--- config.mk ---
export PLATFORM = sky130hd
export DESIGN_NAME = label_arbiter_flat
export DESIGN_NICKNAME = d
export VERILOG_FILES = /design/src/rtl/label_arbiter_if.sv /design/src/rtl/label_arbiter.sv /design/src/flat_wrapper.sv
export SDC_FILE = /design/constraint.sdc
export NUM_CORES = 1
export LEC_CHECK = 0
export CORE_AREA = 2 2 330 332
export DETAILED_ROUTE_END_ITERATION = 6
export DIE_AREA = 0 0 332 334
export PLACE_DENSITY = 0.44
export SYNTH_ARGS = -nofsm -noshare
export SYNTH_HDL_FRONTEND = slang
export SYNTH_SLANG_ARGS = --single-unit
export TNS_END_PERCENT = 1
--- constraint.sdc ---
create_clock -name clk -period 5.73 [get_ports clk]
set_input_delay 1.146 -clock clk [delete_from_list [all_inputs] [get_ports clk]]
set_output_delay 1.146 -clock clk [all_outputs]
set_load 0.01 [all_outputs]
--- src/rtl/label_arbiter_if.sv ---
// Requester-side and label-store-side signals of label_arbiter.
// The arbiter uses the slave view; requesters and the store model use the master view.
interface label_arbiter_if #(
   parameter int N_REQ   = 3,
   parameter int ID_W    = 13,
   parameter int LABEL_W = 128
) ();
   logic [N_REQ-1:0]         req_valid;
   logic [N_REQ-1:0]         req_wr;
   logic [ID_W*N_REQ-1:0]    req_id;
   logic [LABEL_W*N_REQ-1:0] req_label;
   logic [N_REQ-1:0]         req_ready;
   logic [N_REQ-1:0]         rsp_valid;
   logic [LABEL_W-1:0]       rsp_label;
   logic                     rsp_err;

   logic [ID_W-1:0]          la_wire_id;
   logic                     la_id_strobe;
   logic                     la_wr_en;
   logic [LABEL_W-1:0]       la_label_in;
   logic [LABEL_W-1:0]       la_label_out;
   logic                     la_done;

   modport slave (
      input  req_valid, req_wr, req_id, req_label, la_label_out, la_done,
      output req_ready, rsp_valid, rsp_label, rsp_err,
             la_wire_id, la_id_strobe, la_wr_en, la_label_in
   );

   modport master (
      output req_valid, req_wr, req_id, req_label, la_label_out, la_done,
      input  req_ready, rsp_valid, rsp_label, rsp_err,
             la_wire_id, la_id_strobe, la_wr_en, la_label_in
   );
endinterface

--- src/rtl/label_arbiter.sv ---
// Round-robin arbiter sharing one 128-bit label store among N_REQ requesters,
// holding store inputs for the whole transaction and aborting hung transactions.
module label_arbiter #(
   parameter int N_REQ   = 3,
   parameter int TIMEOUT = 15
) (
   input  logic             clk,
   input  logic             rst,
   label_arbiter_if.slave   bus,
   output logic             err_timeout,
   output logic             busy
);
   localparam int ID_W    = 13;
   localparam int LABEL_W = 128;
   localparam int GW      = (N_REQ > 1) ? $clog2(N_REQ) : 1;
   localparam logic [GW-1:0] LAST_INIT = GW'(N_REQ - 1);
   localparam logic [7:0]    TO_VAL    = 8'(TIMEOUT);

   typedef enum logic [1:0] {IDLE, WAIT, RESP} state_t;

   state_t               state, state_nxt;
   logic [GW-1:0]        last_grant, last_grant_nxt;
   logic [GW-1:0]        pick_g;
   logic [7:0]           wd_cnt, wd_cnt_nxt;

   logic [ID_W-1:0]      wire_id_q, wire_id_nxt;
   logic                 wr_en_q, wr_en_nxt;
   logic [LABEL_W-1:0]   label_in_q, label_in_nxt;
   logic                 strobe_q, strobe_nxt;
   logic [N_REQ-1:0]     ready_q, ready_nxt;
   logic [N_REQ-1:0]     rsp_valid_q, rsp_valid_nxt;
   logic [LABEL_W-1:0]   rsp_label_q, rsp_label_nxt;
   logic                 rsp_err_q, rsp_err_nxt;
   logic                 err_to_q, err_to_nxt;
   logic                 busy_q, busy_nxt;

   // First requesting index strictly after 'last', wrapping around; the
   // downward scan lets the nearest candidate overwrite farther ones.
   function automatic logic [GW-1:0] pick_grant(input logic [N_REQ-1:0] vld,
                                                input logic [GW-1:0]    last);
      logic [GW-1:0] g;
      int            idx;
      g = last;
      for (int k = N_REQ; k >= 1; k--) begin
         idx = int'(last) + k;
         if (idx >= N_REQ) idx = idx - N_REQ;
         if (vld[idx]) g = idx[GW-1:0];
      end
      return g;
   endfunction

   assign pick_g = pick_grant(bus.req_valid, last_grant);

   always_comb begin
      state_nxt      = state;
      last_grant_nxt = last_grant;
      wd_cnt_nxt     = wd_cnt;
      wire_id_nxt    = wire_id_q;
      wr_en_nxt      = wr_en_q;
      label_in_nxt   = label_in_q;
      strobe_nxt     = 1'b0;
      ready_nxt      = '0;
      rsp_valid_nxt  = '0;
      rsp_err_nxt    = 1'b0;
      rsp_label_nxt  = rsp_label_q;
      err_to_nxt     = err_to_q;
      busy_nxt       = busy_q;

      case (state)
         IDLE: begin
            if (|bus.req_valid) begin
               last_grant_nxt    = pick_g;
               wire_id_nxt       = bus.req_id[ID_W*pick_g +: ID_W];
               wr_en_nxt         = bus.req_wr[pick_g];
               label_in_nxt      = bus.req_label[LABEL_W*pick_g +: LABEL_W];
               strobe_nxt        = 1'b1;
               ready_nxt[pick_g] = 1'b1;
               wd_cnt_nxt        = '0;
               busy_nxt          = 1'b1;
               state_nxt         = WAIT;
            end
         end
         WAIT: begin
            wd_cnt_nxt = wd_cnt + 8'd1;
            // A done arriving on the timeout cycle still counts as success.
            if (bus.la_done) begin
               if (!wr_en_q) rsp_label_nxt = bus.la_label_out;
               rsp_valid_nxt[last_grant] = 1'b1;
               state_nxt = RESP;
            end else if (wd_cnt + 8'd1 == TO_VAL) begin
               rsp_valid_nxt[last_grant] = 1'b1;
               rsp_err_nxt = 1'b1;
               err_to_nxt  = 1'b1;
               state_nxt   = RESP;
            end
         end
         RESP: begin
            busy_nxt  = 1'b0;
            state_nxt = IDLE;
         end
         default: begin
            busy_nxt  = 1'b0;
            state_nxt = IDLE;
         end
      endcase
   end

   always_ff @(posedge clk) begin
      if (rst) begin
         state       <= IDLE;
         last_grant  <= LAST_INIT;
         wd_cnt      <= '0;
         wire_id_q   <= '0;
         wr_en_q     <= 1'b0;
         label_in_q  <= '0;
         strobe_q    <= 1'b0;
         ready_q     <= '0;
         rsp_valid_q <= '0;
         rsp_label_q <= '0;
         rsp_err_q   <= 1'b0;
         err_to_q    <= 1'b0;
         busy_q      <= 1'b0;
      end else begin
         state       <= state_nxt;
         last_grant  <= last_grant_nxt;
         wd_cnt      <= wd_cnt_nxt;
         wire_id_q   <= wire_id_nxt;
         wr_en_q     <= wr_en_nxt;
         label_in_q  <= label_in_nxt;
         strobe_q    <= strobe_nxt;
         ready_q     <= ready_nxt;
         rsp_valid_q <= rsp_valid_nxt;
         rsp_label_q <= rsp_label_nxt;
         rsp_err_q   <= rsp_err_nxt;
         err_to_q    <= err_to_nxt;
         busy_q      <= busy_nxt;
      end
   end

   assign bus.la_wire_id   = wire_id_q;
   assign bus.la_wr_en     = wr_en_q;
   assign bus.la_label_in  = label_in_q;
   assign bus.la_id_strobe = strobe_q;
   assign bus.req_ready    = ready_q;
   assign bus.rsp_valid    = rsp_valid_q;
   assign bus.rsp_label    = rsp_label_q;
   assign bus.rsp_err      = rsp_err_q;
   assign err_timeout      = err_to_q;
   assign busy             = busy_q;
endmodule

--- src/flat_wrapper.sv ---
// flat-port wrapper written by rule: the top's interface ports become plain ports
module label_arbiter_flat 
#(
   parameter int N_REQ   = 3,
   parameter int TIMEOUT = 15
)
  (clk, rst, err_timeout, busy, bus_req_valid, bus_req_wr, bus_req_id, bus_req_label, bus_la_label_out, bus_la_done, bus_req_ready, bus_rsp_valid, bus_rsp_label, bus_rsp_err, bus_la_wire_id, bus_la_id_strobe, bus_la_wr_en, bus_la_label_in);
  label_arbiter_if #(.N_REQ(N_REQ)) bus_i ();
  input  logic clk;
  input  logic rst;
  output logic err_timeout;
  output logic busy;
  input wire logic [$bits(bus_i.req_valid)-1:0] bus_req_valid;
  input wire logic [$bits(bus_i.req_wr)-1:0] bus_req_wr;
  input wire logic [$bits(bus_i.req_id)-1:0] bus_req_id;
  input wire logic [$bits(bus_i.req_label)-1:0] bus_req_label;
  input wire logic [$bits(bus_i.la_label_out)-1:0] bus_la_label_out;
  input wire logic [$bits(bus_i.la_done)-1:0] bus_la_done;
  output wire logic [$bits(bus_i.req_ready)-1:0] bus_req_ready;
  output wire logic [$bits(bus_i.rsp_valid)-1:0] bus_rsp_valid;
  output wire logic [$bits(bus_i.rsp_label)-1:0] bus_rsp_label;
  output wire logic [$bits(bus_i.rsp_err)-1:0] bus_rsp_err;
  output wire logic [$bits(bus_i.la_wire_id)-1:0] bus_la_wire_id;
  output wire logic [$bits(bus_i.la_id_strobe)-1:0] bus_la_id_strobe;
  output wire logic [$bits(bus_i.la_wr_en)-1:0] bus_la_wr_en;
  output wire logic [$bits(bus_i.la_label_in)-1:0] bus_la_label_in;
  assign bus_i.req_valid = bus_req_valid;
  assign bus_i.req_wr = bus_req_wr;
  assign bus_i.req_id = bus_req_id;
  assign bus_i.req_label = bus_req_label;
  assign bus_i.la_label_out = bus_la_label_out;
  assign bus_i.la_done = bus_la_done;
  assign bus_req_ready = bus_i.req_ready;
  assign bus_rsp_valid = bus_i.rsp_valid;
  assign bus_rsp_label = bus_i.rsp_label;
  assign bus_rsp_err = bus_i.rsp_err;
  assign bus_la_wire_id = bus_i.la_wire_id;
  assign bus_la_id_strobe = bus_i.la_id_strobe;
  assign bus_la_wr_en = bus_i.la_wr_en;
  assign bus_la_label_in = bus_i.la_label_in;
  label_arbiter #(.N_REQ(N_REQ), .TIMEOUT(TIMEOUT)) u_core (.clk(clk), .rst(rst), .bus(bus_i), .err_timeout(err_timeout), .busy(busy));
endmodule
==> results_dict.tcl <==
set metrics [dict create \
    status "finished, final reports clean" \
    drtIter0Drc 777 \
    hold_violations 0 \
    synth_area_leaders "dfxtp_1 (42%), a311oi_1 (8.6%), a21boi_0 (7.3%)" \
    syn_area_mm2 0.0140 \
    wirelength_mm 85.5 \
    slowest_delay_ns 0.59 \
    grt_first_pass_wirelength_mm 120 \
    post-cts-setup-buffer-count 0 \
    core.rowCount 121 \
    grtUsageTotal 0.146 \
    synth_area_leader_cell "dfxtp_1" \
    synth_top_area_share 0.417 \
    synth_most_common_cell "dfxtp_1" \
    syn_inst 1825 \
    crit_buf_inv 4 \
    setup_ws_ns 1.98 \
    fin_area_mm2 0.0251 \
    totalPowerFinal_mw 7.90 \
    nNetsFinal 3107 \
    crit_path_start_kind "flip-flop" \
    die_area_mm2 0.111 \
    hold_buffers 0 \
    clk_latency_ns 0.59 \
    synth.distinct_cells 34 \
    drv_slew 0 \
    min_from "u_core.bus.rsp_label[31]" \
    gp_congestion 0.790 \
    tightest_slew_ns 1.12 \
    overflow 0 \
    slew-limit-headroom 0.252 \
    drv_cap 0 \
    port_buffers 839 \
    firstDrtPassIters 5 \
    required_ns 6.21 \
    antenna_found_initial 32 \
    vias 16600 \
    cts_tree "done" \
    die_x_um 332 \
    ys_seq_area_frac 0.417 \
    syn2layout_area_growth_pct 79.3 \
    post_drt_wl_per_cell_um 21.4 \
    cts_buffers 42 \
    drive_gt1_frac 0.0378 \
    path_cells "inv_1, ha_1, inv_1, o221ai_4, buf_12, buf_4, and3_1, o21ai_0, a311oi_1" \
    period_minus_slack_ns 3.75 \
    critical_path.reg2reg.startpoint "u_core.last_grant[0]" \
    synth_top_flop_cell "dfxtp_1" \
    setup_viol 0 \
    route.detailed.drc 0 \
    fp.coreArea_mm2 0.108 \
    worstPathMaxFanout 235 \
    rsz0062_at_grt "no" \
    crit_top_cell "inv_1" \
    antenna_left 0 \
    start_util 0.130 \
    synth_nets 2393 \
    cts-root-buf "clkbuf_16" \
    synth_edf_count 0 \
    powerDensity_mw_per_mm2 315 \
    hpwl_mm 61.6 \
    critPathSlowestCell "buf_12" \
    ios 840 \
    grt_start_max_net_pins 235 \
    criticalPathCategory "flip-flop to flip-flop" \
    period_share 0.655 \
    clock.fmax_mhz 266 \
    postPlaceCellArea_mm2 0.0238 \
    cp_top_family "buffers and inverters" \
    vias_per_cell 4.15 \
    async_flop_share 0 \
    vdd.ir_drop.worst_mv 0.180 \
    cp-end-kind "flip-flop" \
    grt_pass1_vias 16100 \
    cts.sinks 292 \
    htree_levels 2 \
    cts_resized 0 \
    postSynthAreaPerCell_um2 7.67 \
    fp.dieH_um 334 \
    critPathArrivalTime_ns 4.24 \
    utilization 0.233 \
    synth_common_cells "dfxtp_1 (292), nand2_1 (270), clkbuf_1 (182)" \
    leakagePower_nw 8.78 \
    clk_pin_slew_ns 0.06 \
    place_ws_ns 1.59 \
    hp-class "flip-flop to flip-flop" \
    tns_ns 0 \
    cts.path.max_buffers 3 \
    finClkSkew_ns 0.0135 \
    crit_start "u_core.last_grant[0]" \
    yosys_warnings 0 \
    synth-seq-cells 292 \
]
-- power by group --
| group | switching [mW] | internal, mW |
|---|---|---|
| Clock | 1.09 | 1.48 |
| Sequential | 0.157 | 2.29 |
| Combinational | 1.58 | 1.30 |
-- cells by family (layout without fill, tap and decap cells) --
kind of cell	count (synthesis)	after routing	synth area share
and+or+nand+nor	735	735	0.239
AOI/OAI and AO/OA	573	573	0.271
DFF	292	292	0.417
buffers and inverters	207	951	0.0580
adders and majority gates	8	8	0.00715
muxes	8	8	0.00572
xor gates and xnor gates	2	2	0.00125
other	0	12	0
-- sequential cells by signal, summed over array words and instances (netlist names), 2 cells and up --
signal and count:
u_core.bus.req_ready 3, u_core.bus.rsp_label 128, u_core.state 2, u_core.bus.la_label_in 128, u_core.bus.rsp_valid 3, u_core.wd_cnt 8
u_core.bus.la_wire_id 13, u_core.last_grant 2
-- area by class of cell --
| class | instances | area, um2 |
|---|---|---|
| Fill cell | 11900 | 82700 |
| Timing Repair Buffer | 867 | 8700 |
| Multi-Input combinational cell | 1326 | 7410 |
| Sequential cell | 292 | 5850 |
| Tap cell | 1414 | 1770 |
| Clock buffer | 61 | 1180 |
| Clock inverter | 13 | 145 |
| Inverter | 10 | 37.5 |
| Antenna cell | 12 | 30.0 |
-- layer usage --
| metal | GRT usage | vias up | share of wire | routed length, um |
|---|---|---|---|---|
| met5 | 0 | - | 0.0013 | 111 |
| met4 | 0.0451 | 20 | 0.022 | 1870 |
| met3 | 0.0495 | 107 | 0.085 | 7260 |
| met2 | 0.246 | 658 | 0.48 | 41300 |
| met1 | 0.174 | 7824 | 0.41 | 35000 |
| li1 | - | 7960 | - | - |
-- path summary, 6_finish.rpt --
kind                                     end  slack [ns]  cells past startpoint
hold / removal      u_core.bus.rsp_label[31]        0.45                      2
setup reg to reg  u_core.bus.la_label_in[87]        1.98                      9
hold reg to reg     u_core.bus.rsp_label[31]        0.45                      2
setup / recovery  u_core.bus.la_label_in[87]        1.98                      9
-- worst min-delay path: stages, from the launching register on --
cell and delay [ns]:
dfxtp_1 0.30, nand2_1 0.05, a21oi_1 0.05
-- layout by cell type, fill, tap and decap left out, types with 21 or more instances in the layout --
cell type        count
nor2_1             159
a21oi_1            139
nand2_1            270
nand3_1            143
clkbuf_16           42
a21boi_0           137
and3_1             137
buf_4               21
clkdlybuf4s50_1    838
o21ai_0            143
dfxtp_1            292
a311oi_1           137
-- metrics by stage --
stage               hold WS (ns)  std cells
floorplan                  0.459       1825
global placement           0.442       3909
detailed placement         0.446       3909
CTS                        0.453       3983
global route               0.468       3992
finish                     0.452       3995
No activity file was read; power rests on OpenSTA's default activity.
==> RTL change 1 (same flow settings) <==
Reset style: asynchronous (`rst`), changed in one clocked block.
--- a/src/rtl/label_arbiter.sv
+++ b/src/rtl/label_arbiter.sv
@@ -105,7 +105,7 @@
       endcase
    end
 
-   always_ff @(posedge clk) begin
+   always_ff @(posedge clk or posedge rst) begin
       if (rst) begin
          state       <= IDLE;
          last_grant  <= LAST_INIT;
Function: not settled (the Yosys comparison gave no result); the edit may change what the design does.
==> RTL change 1 against the original RTL <==
Core utilization grew 0.36 points; die area is the same; via count shrank 19%; setup slack lost 0.096 ns; critical path type is now input pin to flop; synthesized area grew 1.8%; final area grew 1.6%; count of clock-buffer cells in the layout shrank 5; routed wire length shrank 11%; sequential cell count is the same.
Power is not compared: it rests on default switching activity, and its combinational part moved more than twofold at a synthesized area within 25%.
==> RTL change 1: results (changes against the original RTL) <==
.. list-table::
   :header-rows: 1

   * - Metric
     - Value
   * - Commonest cells in the netlist
     - sky130_fd_sc_hd__dfrtp_1 (291), sky130_fd_sc_hd__nand2_1 (154), sky130_fd_sc_hd__mux2i_1 (143)
   * - Largest fanout on the critical path
     - 68 (-71%)
   * - Outcome
     - finished, final reports clean
   * - Worst hold path stage count
     - 1 (-1)
   * - Fraction of synthesized cell area in xor and xnor cells
     - 0.184% (+0.059 points)
   * - Number of vias per cell after detailed routing
     - 3.89 (-6.3%)
   * - Slowest CP cell
     - sky130_fd_sc_hd__clkdlybuf4s50_1
   * - Global Route met1 Usage
     - 14.9% (-2.5 points)
   * - Beginning of the worst hold path
     - u_core.err_timeout$_DFFE_PP0P_
   * - TritonCTS buffer count
     - 40 (-4.8%)
   * - Post-layout nets
     - 2554 (-18%)
   * - Adder-cell share of the synthesized area
     - 0.439% (-0.28 points)
   * - Final Skew
     - 0.0305 ns (+0.0170 ns)
   * - Slew headroom
     - 25.0% (-0.22 points)
   * - Number of distinct standard cells referenced by the synthesized netlist
     - 43 (+26%)
   * - Area fraction in compound gates after synthesis
     - 11.8% (-15 points)
   * - Met2 Usage GRT
     - 23.9% (-0.75 points)
   * - Endpoint of the most critical register-to-register path
     - u_core.bus.la_label_in[68]$_DFFE_PP0P_
   * - Vias in the first global route
     - 14400 (-11%)
   * - Crit path DAT
     - 4.33 ns (+0.09 ns)
   * - Number of cells traversed by the worst register-to-register path
     - 8 (-1)
   * - Fillers
     - 11500 (-3.9%)
   * - Fraction of final layout cells with drive strength greater than 1
     - 10.5% (+6.8 points)
   * - Sequential share of the synthesized area
     - 51.3% (+9.5 points)
   * - Prevailing post-synth register cell
     - sky130_fd_sc_hd__dfrtp_1
   * - Worst-case register-to-register setup slack
     - 2.22 ns (+0.24 ns)
==> RTL change 1: cell count changes in the layout (fill, tap and decap cells not counted), sizes merged, moves of 136 or more <==
cell,before,now
o211ai,1,142
a311oi,137,0
nor2,159,15
a21boi,137,0
dfxtp,292,0
nand3,143,7
a21oi,139,1
dfrtp,0,291
nand4,0,142
==> RTL change 1: through the flow <==
stage	utilization, %	cell area, um2	hold WS, ns	setup WS (ns)	power, W
after global routing	23.7	25500	0.501	1.81	0.0149
after floorplan	-	14300	0.464	0.710	0.00775
after global placement	22.4	24100	0.467	1.40	0.0115
final	23.7	25500	0.479	1.88	0.0140
after detailed placement	22.4	24100	0.467	1.32	0.0116
after CTS	23.7	25500	0.485	1.95	0.0144
==> RTL change 1: cell families (layout without fill, tap and decap cells) <==
family | Yosys count | count (layout)
compound gates | 174 | 174
xor+xnor | 3 | 3
fa+ha+maj | 5 | 5
buf+inv | 120 | 938
flops | 292 | 292
mux | 271 | 271
other cells | 0 | 5
simple gates | 336 | 336
==> RTL change 1: where the power goes <==
part	leakage, nW	internal [W]	switching, W
combinational	6.08	0.00363	0.00403
sequential	3.56	0.00309	0.000604
clock	0.663	0.00157	0.00109
==> RTL change 1: layer usage <==
layer  wire [um]  part of all wire, %  up-vias
met1       29200                   38     6621
met2       39200                   51      568
met3        5950                  7.8       96
li1            -                    -     6060
met4        1700                  2.2       18
met5         106                 0.14        -
==> RTL change 1: final cells by class <==
class,instances,share of cell area (%)
antenna,5,0.0490
clock buffer,56,4.43
clock inverter,16,0.952
inverter,7,0.137
multi-input combinational,789,24.9
sequential,292,28.6
tap,1414,6.94
timing repair buffer,859,34.0
==> RTL change 1: worst max-delay path by stage <==
| stage | slack, ns | cells after the start | endpoint | from |
|---|---|---|---|---|
| 3_3_place_gp | 1.40 | 7 | u_core.bus.la_label_in[17]$_DFFE_PP0P_ | bus_req_valid[0] |
| 5_1_grt | 1.81 | 7 | u_core.bus.la_label_in[13]$_DFFE_PP0P_ | bus_req_valid[0] |
| 4_1_cts | 1.95 | 7 | u_core.bus.la_label_in[20]$_DFFE_PP0P_ | bus_req_valid[0] |
| 3_5_place_dp | 1.32 | 7 | u_core.bus.la_label_in[20]$_DFFE_PP0P_ | bus_req_valid[0] |
| 2_1_floorplan | 0.71 | 1 | u_core.bus.la_id_strobe$_DFF_PP0_ | rst |
| 6_report | 1.88 | 7 | u_core.bus.la_label_in[17]$_DFFE_PP0P_ | bus_req_valid[0] |
==> RTL change 2 (config.mk and constraints unchanged) <==
Without the edit above. `N_REQ` is set to 3 in 3 places; all go to 2.
--- a/src/rtl/label_arbiter_if.sv
+++ b/src/rtl/label_arbiter_if.sv
@@ -1,7 +1,7 @@
 // Requester-side and label-store-side signals of label_arbiter.
 // The arbiter uses the slave view; requesters and the store model use the master view.
 interface label_arbiter_if #(
-   parameter int N_REQ   = 3,
+   parameter int N_REQ   = 2,
    parameter int ID_W    = 13,
    parameter int LABEL_W = 128
 ) ();
--- a/src/rtl/label_arbiter.sv
+++ b/src/rtl/label_arbiter.sv
@@ -1,7 +1,7 @@
 // Round-robin arbiter sharing one 128-bit label store among N_REQ requesters,
 // holding store inputs for the whole transaction and aborting hung transactions.
 module label_arbiter #(
-   parameter int N_REQ   = 3,
+   parameter int N_REQ   = 2,
    parameter int TIMEOUT = 15
 ) (
    input  logic             clk,
--- a/src/flat_wrapper.sv
+++ b/src/flat_wrapper.sv
@@ -1,7 +1,7 @@
 // flat-port wrapper written by rule: the top's interface ports become plain ports
 module label_arbiter_flat 
 #(
-   parameter int N_REQ   = 3,
+   parameter int N_REQ   = 2,
    parameter int TIMEOUT = 15
 )
   (clk, rst, err_timeout, busy, bus_req_valid, bus_req_wr, bus_req_id, bus_req_label, bus_la_label_out, bus_la_done, bus_req_ready, bus_rsp_valid, bus_rsp_label, bus_rsp_err, bus_la_wire_id, bus_la_id_strobe, bus_la_wr_en, bus_la_label_in);
Interface: changed (6 resized); port bits go from 840 to 695. The function was not compared with the original's and may differ.
==> RTL change 2 against the original RTL <==
Sequential cell count shrank 3; synthesized area shrank 22%; routed wire length shrank 36%; final area decreased by 17%; core utilization is 3.9 points lower; fmax rose by 27%; first-iteration DRC count is 62% lower; global-route usage down 5.2 points; synthesized cell count is 38% lower; die area unchanged; hold slack worse by 0.00080 ns; setup slack better by 0.79 ns; critical path depth is 3 lower; critical path type is now input pin to flop; highest routed layer unchanged.
Power is not compared: it rests on default switching activity, and its combinational part moved more than twofold at a synthesized area within 25%.
==> RTL change 2: results (changes against the original RTL) <==
.. list-table::
   :header-rows: 1

   * - Metric
     - Value
   * - Place WS
     - 2.12 ns (+0.528 ns)
   * - Largest net degree at the start of global routing
     - 129 (-45%)
   * - Top layer reached by signal wires
     - met5
   * - Average wire per standard cell
     - 16.8 um (-22%)
   * - Global routing usage summed across all routing layers
     - 9.40% (-5.2 points)
   * - Maximum achievable frequency
     - 337 MHz (+27%)
   * - Worst setup path class
     - input pin to flop
   * - Vias in the first global route
     - 11200 (-31%)
   * - Sequential share of the synthesized area
     - 53.1% (+11 points)
   * - Outcome
     - finished, final reports clean
   * - Beginning of the worst hold path
     - u_core.bus.rsp_label[50]$_SDFFE_PP0P_
   * - Fillers
     - 12000 (+0.46%)
   * - Placed Instance Area
     - 0.0195 mm2 (-18%)
   * - Util after Layout
     - 19.4% (-3.9 points)
   * - Number of distinct standard cells referenced by the synthesized netlist
     - 31 (-8.8%)
   * - Number of DRC violations after detailed-routing iteration 0
     - 293 (-62%)
   * - Beginning of the worst register-to-register path
     - u_core.state[0]$_SDFFE_PP0P_
   * - Post-synthesis area per instance
     - 9.63 um2 (+26%)
   * - Commonest cells in the netlist
     - sky130_fd_sc_hd__dfxtp_1 (289), sky130_fd_sc_hd__nand2_1 (267), sky130_fd_sc_hd__mux2i_1 (142), sky130_fd_sc_hd__o2bb2ai_1 (142), sky130_fd_sc_hd__a21oi_1 (136)
   * - Final Skew
     - 0.0287 ns (+0.0152 ns)
   * - Metal2 WL
     - 25.8 mm (-37%)
   * - Post-layout nets
     - 2214 (-29%)
   * - Largest fanout on the critical path
     - 87 (-63%)
   * - Fraction of final layout cells with drive strength greater than 1
     - 4.93% (+1.2 points)
   * - Number of buffer cells added on primary ports
     - 694 (-17%)
   * - Total half-perimeter wirelength after legalization and detailed placement
     - 40.0 mm (-35%)
   * - Wire length of the first global-routing pass
     - 77.7 mm (-35%)
   * - Number of cells traversed by the worst register-to-register path
     - 6 (-3)
   * - Number of vias per cell after detailed routing
     - 3.33 (-20%)
   * - TritonCTS buffer count
     - 43 (+2.4%)
   * - Global Route met3 Usage
     - 4.78% (-0.16 points)
   * - Met1 Routed Length
     - 21.5 mm (-39%)
   * - PnR Total Power
     - 0.00620 W
   * - Endpoint of the most critical register-to-register path
     - u_core.bus.rsp_label[115]$_SDFFE_PP0P_
   * - Final GP Congestion
     - 0.725 (-8.2%)
   * - Critical Path Max Stage Delay
     - 0.67 ns (+0.08 ns)
   * - Crit path DAT
     - 3.45 ns (-0.79 ns)
   * - Count of placed standard cells including taps
     - 3164 (-19%)
   * - Global Route met1 Usage
     - 10.4% (-6.9 points)
   * - Met2 Usage GRT
     - 15.9% (-8.8 points)
   * - Setup crit start
     - bus_la_done
   * - Total iterations of the first detailed-routing run
     - 4 (-1)
   * - Slew @ Worst Pin
     - 1.01 ns (-0.110 ns)
   * - Met3 wirelength from detailed routing
     - 5.96 mm (-18%)
   * - Number of antenna violations at the first check in global routing
     - 10 (-69%)
## RTL change 2: cell count changes after synthesis, moves of 7 or more
cell	unedited run	this run
sky130_fd_sc_hd__buf_2	4	25
sky130_fd_sc_hd__mux2i_1	8	142
sky130_fd_sc_hd__o21ai_0	143	4
sky130_fd_sc_hd__nand3_1	143	5
sky130_fd_sc_hd__and3_1	137	0
sky130_fd_sc_hd__o221ai_1	7	0
sky130_fd_sc_hd__and2_1	8	1
sky130_fd_sc_hd__clkbuf_1	182	60
sky130_fd_sc_hd__buf_4	8	0
sky130_fd_sc_hd__nor2_1	159	14
sky130_fd_sc_hd__a21boi_0	137	0
sky130_fd_sc_hd__a311oi_1	137	0
sky130_fd_sc_hd__o2bb2ai_1	0	142
## RTL change 2: power by group through the flow
stage / Clock, W / Combinational [W] / Sequential (W)
6_report: 0.00263 / 0.00128 / 0.00228
2_1_floorplan: 0 / 0.000410 / 0.00239
5_1_grt: 0.00285 / 0.00139 / 0.00230
3_3_place_gp: 0 / 0.00132 / 0.00232
3_5_place_dp: 0 / 0.00131 / 0.00232
4_1_cts: 0.00279 / 0.00132 / 0.00228
## RTL change 2: cell type report
| cell class | count | share of cell area, % |
|---|---|---|
| Clock inverter | 10 | 0.413 |
| Tap cell | 1414 | 8.47 |
| Inverter | 4 | 0.0719 |
| Multi-Input combinational cell | 745 | 22.7 |
| Timing Repair Buffer | 712 | 34.4 |
| Sequential cell | 289 | 27.7 |
| Antenna cell | 1 | 0.0120 |
| Clock buffer | 66 | 6.20 |
## RTL change 2: kinds of logic (layout without fill, tap and decap cells)
logic type | Yosys count | after routing | share of synthesized area [%]
compound gates | 294 | 294 | 18.9
fa+ha+maj | 2 | 2 | 0.229
simple gates | 304 | 304 | 10.9
xor+xnor | 3 | 3 | 0.241
mux | 142 | 142 | 13.0
other cells | 0 | 1 | 0
flops | 289 | 289 | 53.1
buf+inv | 98 | 792 | 3.66
## RTL change 2: worst min-delay path by stage
| stage | end | slack, ns | depth (start not counted) |
|---|---|---|---|
| floorplan | u_core.busy$_SDFFE_PP0P_ | 0.47 | 2 |
| finish | u_core.bus.rsp_label[50]$_SDFFE_PP0P_ | 0.45 | 2 |
| global route | u_core.bus.rsp_label[88]$_SDFFE_PP0P_ | 0.47 | 2 |
| detailed placement | u_core.bus.la_label_in[24]$_SDFFE_PP0P_ | 0.45 | 1 |
| global placement | u_core.bus.rsp_label[34]$_SDFFE_PP0P_ | 0.44 | 2 |
| CTS | u_core.bus.rsp_label[17]$_SDFFE_PP0P_ | 0.45 | 2 |
